### src/rtl/interval_timer_pkg.sv
// Shared definitions for the interval timer: bus port indices, FSM states,
// CONTROL bit positions and the byte-lane write merge used by the bus peripherals.
package common;

   typedef enum logic [3:0] {
      PORT_CONTROL  = 4'd0,
      PORT_PRESCALE = 4'd1,
      PORT_COUNT    = 4'd2,
      PORT_COMPARE  = 4'd3,
      PORT_STATUS   = 4'd4
   } timer_port_t;

   typedef enum logic [1:0] {
      IDLE    = 2'd0,
      RUNNING = 2'd1,
      EXPIRED = 2'd2
   } timer_state_t;

   localparam int CTRL_ENABLE   = 0;
   localparam int CTRL_PERIODIC = 1;
   localparam int CTRL_IRQ_EN   = 2;

   function automatic logic [31:0] apply_mask(input logic [31:0] cur,
                                              input logic [31:0] data,
                                              input logic [3:0]  mask);
      logic [31:0] res;
      for (int b = 0; b < 4; b++) begin
         res[8*b +: 8] = mask[b] ? data[8*b +: 8] : cur[8*b +: 8];
      end
      return res;
   endfunction

endpackage

### src/rtl/timer_prescaler.sv
// Prescaler for the interval timer: emits a one-cycle tick every divisor+1
// cycles while running; a divisor lowered below the count wraps through 16'hFFFF.
module timer_prescaler (
   input  logic        clk_i,
   input  logic        reset_i,
   input  logic        clear,
   input  logic        run,
   input  logic [15:0] divisor,
   output logic        tick
);

   logic [15:0] cnt;

   assign tick = run & (cnt == divisor);

   always_ff @(posedge clk_i) begin
      if (reset_i) begin
         cnt <= 16'd0;
      end else if (clear) begin
         cnt <= 16'd0;
      end else if (run) begin
         cnt <= tick ? 16'd0 : cnt + 16'd1;
      end
   end

endmodule

### src/rtl/interval_timer.sv
// Memory-mapped 32-bit interval timer with sticky match flag and level interrupt.
// state   | meaning
// IDLE    | enable=0, prescaler held at 0, COUNT holds
// RUNNING | prescaler ticking, COUNT advances on each tick
// EXPIRED | one-shot matched, COUNT frozen until CONTROL.enable is rewritten
module interval_timer
   import common::*;
#(
   parameter logic [31:0] RESET_COMPARE = 32'hFFFF_FFFF
) (
   input  logic        clk_i,
   input  logic        reset_i,
   output logic        irq_o,
   input  logic        chip_select_i,
   input  logic [3:0]  addr_i,
   input  logic        read_enable_i,
   output logic [31:0] read_data_o,
   input  logic [31:0] write_data_i,
   input  logic [3:0]  write_mask_i
);

   timer_state_t state, state_nxt;
   logic        ctrl_en, ctrl_per, ctrl_irq;
   logic [15:0] prescale;
   logic [31:0] count, compare, rd_mux;
   logic        match_r;
   logic        wr, ctrl_b0, en_nxt, en_rise, running, tick, hit, expire, w1c;

   assign wr      = chip_select_i & (|write_mask_i);
   assign ctrl_b0 = wr & (addr_i == PORT_CONTROL) & write_mask_i[0];
   assign en_nxt  = ctrl_b0 ? write_data_i[CTRL_ENABLE] : ctrl_en;
   assign en_rise = ctrl_b0 & write_data_i[CTRL_ENABLE] & ~ctrl_en;
   assign running = (state == RUNNING);
   assign hit     = running & tick & (count == compare);
   assign expire  = hit & ~ctrl_per;
   assign w1c     = wr & (addr_i == PORT_STATUS) & write_mask_i[0] & write_data_i[0];
   assign irq_o   = match_r & ctrl_irq;

   timer_prescaler u_prescaler (
      .clk_i   (clk_i),
      .reset_i (reset_i),
      .clear   (~running | en_rise),
      .run     (running),
      .divisor (prescale),
      .tick    (tick)
   );

   always_comb begin
      state_nxt = state;
      case (state)
         IDLE:    if (en_nxt) state_nxt = RUNNING;
         RUNNING: begin
            if (expire)       state_nxt = EXPIRED;
            else if (!en_nxt) state_nxt = IDLE;
         end
         EXPIRED: if (ctrl_b0) state_nxt = write_data_i[CTRL_ENABLE] ? RUNNING : IDLE;
         default: state_nxt = IDLE;
      endcase
   end

   always_comb begin
      rd_mux = 32'd0;
      case (addr_i)
         PORT_CONTROL:  rd_mux = {29'd0, ctrl_irq, ctrl_per, ctrl_en};
         PORT_PRESCALE: rd_mux = {16'd0, prescale};
         PORT_COUNT:    rd_mux = count;
         PORT_COMPARE:  rd_mux = compare;
         PORT_STATUS:   rd_mux = {29'd0, state, match_r};
         default:       rd_mux = 32'd0;
      endcase
   end

   always_ff @(posedge clk_i) begin
      if (reset_i) state <= IDLE;
      else         state <= state_nxt;
   end

   always_ff @(posedge clk_i) begin
      if (reset_i) begin
         ctrl_en     <= 1'b0;
         ctrl_per    <= 1'b0;
         ctrl_irq    <= 1'b0;
         prescale    <= 16'd0;
         count       <= 32'd0;
         compare     <= RESET_COMPARE;
         match_r     <= 1'b0;
         read_data_o <= 32'd0;
      end else begin
         if (ctrl_b0) begin
            ctrl_en  <= write_data_i[CTRL_ENABLE];
            ctrl_per <= write_data_i[CTRL_PERIODIC];
            ctrl_irq <= write_data_i[CTRL_IRQ_EN];
         end
         // A one-shot expiry always drops enable, even against a same-cycle write.
         if (expire) ctrl_en <= 1'b0;
         if (wr && addr_i == PORT_PRESCALE) begin
            if (write_mask_i[0]) prescale[7:0]  <= write_data_i[7:0];
            if (write_mask_i[1]) prescale[15:8] <= write_data_i[15:8];
         end
         // Bus write beats the tick's increment/reload; match still sees the old COUNT.
         if (wr && addr_i == PORT_COUNT) begin
            count <= apply_mask(count, write_data_i, write_mask_i);
         end else if (running && tick) begin
            if (hit) count <= ctrl_per ? 32'd0 : count;
            else     count <= count + 32'd1;
         end
         if (wr && addr_i == PORT_COMPARE) begin
            compare <= apply_mask(compare, write_data_i, write_mask_i);
         end
         match_r <= hit | (match_r & ~w1c);
         if (chip_select_i && read_enable_i) read_data_o <= rd_mux;
      end
   end

endmodule
### config.mk
export PLATFORM = sky130hd
export DESIGN_NAME = interval_timer
export DESIGN_NICKNAME = d
export VERILOG_FILES = /design/src/rtl/interval_timer_pkg.sv /design/src/rtl/timer_prescaler.sv /design/src/rtl/interval_timer.sv
export SDC_FILE = /design/constraint.sdc
export NUM_CORES = 1
export LEC_CHECK = 0
export ABC_CLOCK_PERIOD_IN_PS = 3300
export BUFFER_PORTS_ARGS = -buffer_cell sky130_fd_sc_hd__clkbuf_2
export CAP_MARGIN = 20
export CELL_PAD_IN_SITES_DETAIL_PLACEMENT = 0
export CELL_PAD_IN_SITES_GLOBAL_PLACEMENT = 1
export CORE_ASPECT_RATIO = 0.5
export CORE_MARGIN = 1
export CORE_UTILIZATION = 43
export CTS_BUF_LIST = sky130_fd_sc_hd__clkbuf_16
export DETAILED_ROUTE_END_ITERATION = 7
export PLACE_DENSITY_LB_ADDON = 0.1
export SLEW_MARGIN = 20
export SYNTH_ARGS = -nofsm -noshare
export SYNTH_HDL_FRONTEND = slang
export SYNTH_SLANG_ARGS = --single-unit
### constraint.sdc
create_clock -name clk_i -period 3.3 [get_ports clk_i]
set_clock_uncertainty 0.2 [all_clocks]
set_input_delay 0 -clock clk_i [delete_from_list [all_inputs] [get_ports clk_i]]
set_output_delay 0 -clock clk_i [all_outputs]
set_load 0.02 [all_outputs]
==> summary.md <==
| Metric | Value |
|---|---|
| Slew margin rel. | `55.04%` |
| Post-Syn Area | `0.006792 mm²` |
| Status | `finished, violations left` |
| Cell count after placement | `1112` |
| Failing checks | `design-rule violations` |
| Startpoint types | `input port` |
| NumNets Final | `1029` |
| Period minus WS final | `3.106 ns` |
| CTS H-tree lvls | `4` |
| Number of synthesis warnings | `0` |
| Synth Instances | `876` |
| R2R depth | `7` |
| Drt pass-1 iters | `8` |
| Slew Viols, Final | `0` |
| Most frequent cell after synthesis | `nand2_1` |
| Setup violations, final | `0` |
| GP Congestion | `0.9041` |
| Endpoints failing hold | `0` |
| Synth Net Count | `922` |
| RSZ-0062 raised after global routing | `no` |
| CP Capture Type | `flop` |
| Vias/cell | `5.800` |
| I/O pin count | `77` |
| Setup Fix Bufs, Post-CTS | `0` |
| Largest cells by area after synthesis | `dfxtp_1 39%, nand2_1 7.7%, xor2_1 7.4%` |
| Ant. Diodes | `0` |
| Min-delay worst type | `input port to flop` |
| Clock sinks | `134` |
| Detailed Route WL | `23020 µm` |
| Worst-Skew Late Latency | `0.43 ns` |
| Critical Path AT | `3.27 ns` |
| First-pass GRT wire length | `36860 µm` |
| Max Cap Violations | `0` |
| Syn_area_per_cell | `7.753 µm²` |
| EDFF count, synth | `0` |
| Drt drc | `6` |
| TNS Setup | `0 ns` |
| Initial Util | `44.06%` |
| F_max | `322.0 MHz` |
| Largest net degree at the start of global routing | `40` |
| Num CTS Buffers | `17` |
| Die H | `90.87 µm` |
| Total gr overflow | `0` |
| Reg clk slew, reported paths | `0.06 ns` |
| Worst Path Required | `3.47 ns` |
| Distinct cells, synth | `56` |
| Remaining antenna violation count | `0` |
| HPWL after detailed placement | `15870 µm` |
| Wire per inst | `19.18 µm` |
| Synth cell count leaders | `140 x nand2_1, 134 x dfxtp_1, 105 x nor2_1` |
| Tot Pwr | `3.978 mW` |
| Hold Crit Depth | `5` |
| Port bufs | `76` |
| Die area | `0.01633 mm²` |
| Post-synth top area share | `39.50%` |
| DR iter-0 viols | `773` |
| Clock buffer depth | `2` |
| TritonCTS clock tree | `built` |
| Async set or reset register ratio after synthesis | `0%` |
| Layout cells sized above 1 | `13.96%` |
| DR vias | `6960` |
| Slew @ Worst Pin | `0.6692 ns` |
| #FFs+latches synth | `134` |
| Leak Pwr | `3.219 nW` |
| Crit Path Class | `input port to flop` |
| CTS root buffer | `clkbuf_16` |
| Worst VDD drop | `0.3769 mV` |
| Worst-path fanout max | `39` |
| Initial antenna violation count | `0` |
| Gr usage total | `29.10%` |
| Sequential share of the synthesized area | `39.50%` |
| Placeable Area | `0.01541 mm²` |
| Area delta synth->final | `25.46%` |
| Rows | `32` |
| Die width | `179.7 µm` |
| Power density cells | `466.9 mW/mm²` |
| Final period utilization | `94.12%` |
| Final std cells w/o fill | `1200` |
| Synth area leader | `dfxtp_1` |
| Ys flop type | `dfxtp_1` |
| Vias in the first global route | `6475` |
-- metal layers --
| layer | vias up | wire length [µm] | GRT usage [%] |
|---|---|---|---|
| met3 | 22 | 1925 | 7.460 |
| met4 | 0 | 245 | 6.825 |
| met5 | - | 0 | 0 |
| met2 | 283 | 9541 | 42.02 |
| met1 | 3333 | 11300 | 42.64 |
| li1 | 3322 | - | - |
-- what timing repair did --
| action | 4_1_cts | 5_1_grt |
|---|---|---|
| hold buffers | 56 | 0 |
| endpoints found under the hold margin | 90 | 0 |
| setup endpoints to repair | 0 | 8 |
| gates resized for setup | 0 | 1 |
-- worst max-delay path: stages --
cell           delay, ns
dlygate4sd3_1       0.55
clkbuf_2            0.20
nor2_1              0.23
and3_1              0.19
buf_4               0.40
and3_2              0.38
nand2_1             0.08
dlygate4sd3_1       0.56
nand3_1             0.10
dlygate4sd3_1       0.56
-- power by group --
group | internal, mW | total, mW | switching [mW]
registers | 1.63 | 1.65 | 0.0171
clock network | 1.33 | 2.10 | 0.764
logic | 0.0912 | 0.235 | 0.143
-- path summary, 6_finish.rpt --
check                                     from        endpoint  slack [ns]
worst min-delay path             read_enable_i  read_data_o[0]        0.06
worst max register to register       count[24]       count[28]        0.40
worst max-delay path                 addr_i[2]     compare[25]        0.19
worst min register to register  read_data_o[0]  read_data_o[0]        0.28
-- sequential cells by signal, indices dropped and copies added, names as in the netlist --
name / flops
ctrl_per: 1
compare: 32
ctrl_en: 1
prescale: 16
ctrl_irq: 1
count: 32
state: 2
read_data_o: 32
match_r: 1
u_prescaler.cnt: 16
-- cell usage in the layout, fill, tap and decap left out, types with 4 or more instances in the layout --
| cell type | instances |
|---|---|
| nor3_1 | 23 |
| o32ai_1 | 11 |
| and2_1 | 4 |
| a222oi_1 | 16 |
| bufinv_16 | 5 |
| dfxtp_1 | 134 |
| nand4_1 | 10 |
| clkbuf_2 | 76 |
| clkbuf_16 | 17 |
| nor2b_1 | 6 |
| a221oi_1 | 4 |
| a211oi_1 | 4 |
| nor4_1 | 13 |
| a2bb2oi_1 | 4 |
| xnor2_1 | 7 |
| a21oi_1 | 81 |
| and3_1 | 15 |
| o21ai_0 | 11 |
| mux2i_1 | 10 |
| nor2_1 | 105 |
| a22oi_1 | 24 |
| o221ai_1 | 7 |
| inv_1 | 15 |
| xor2_1 | 57 |
| buf_4 | 21 |
| and4_1 | 4 |
| clkinv_2 | 4 |
| nand2_1 | 140 |
| dlygate4sd3_1 | 56 |
| nand3_1 | 57 |
-- cells by family after synthesis --
| family | count (synthesis) | synth area share [%] |
|---|---|---|
| simple gates | 395 | 26.57 |
| compound gates | 189 | 18.64 |
| flops | 134 | 39.50 |
| buf+inv | 79 | 4.698 |
| xor+xnor | 64 | 8.254 |
| mux | 13 | 1.971 |
| fa+ha+maj | 2 | 0.3684 |
-- through the flow --
stage / hold slack, ns / util, % / area [µm²] / setup slack (ns)
2_1_floorplan: -0.07603 / - / 6792 / 0.8751
3_3_place_gp: 0.02891 / 47.51 / 7323 / 0.4715
3_5_place_dp: 0.03445 / 47.51 / 7323 / 0.4634
4_1_cts: 0.05877 / 55.27 / 8519 / 0.1994
5_1_grt: 0.08542 / 55.28 / 8521 / 0.05385
6_report: 0.05782 / 55.28 / 8521 / 0.1941
-- final cells by class --
type	instances	area, µm²
clock buffer	17	425.4
clock inverter	15	210.2
fill	1521	6894
inverter	14	52.55
multi-input combinational	663	3796
sequential	134	2683
tap	204	255.2
timing repair buffer	153	1099
Power figures use the tool's default switching activity.
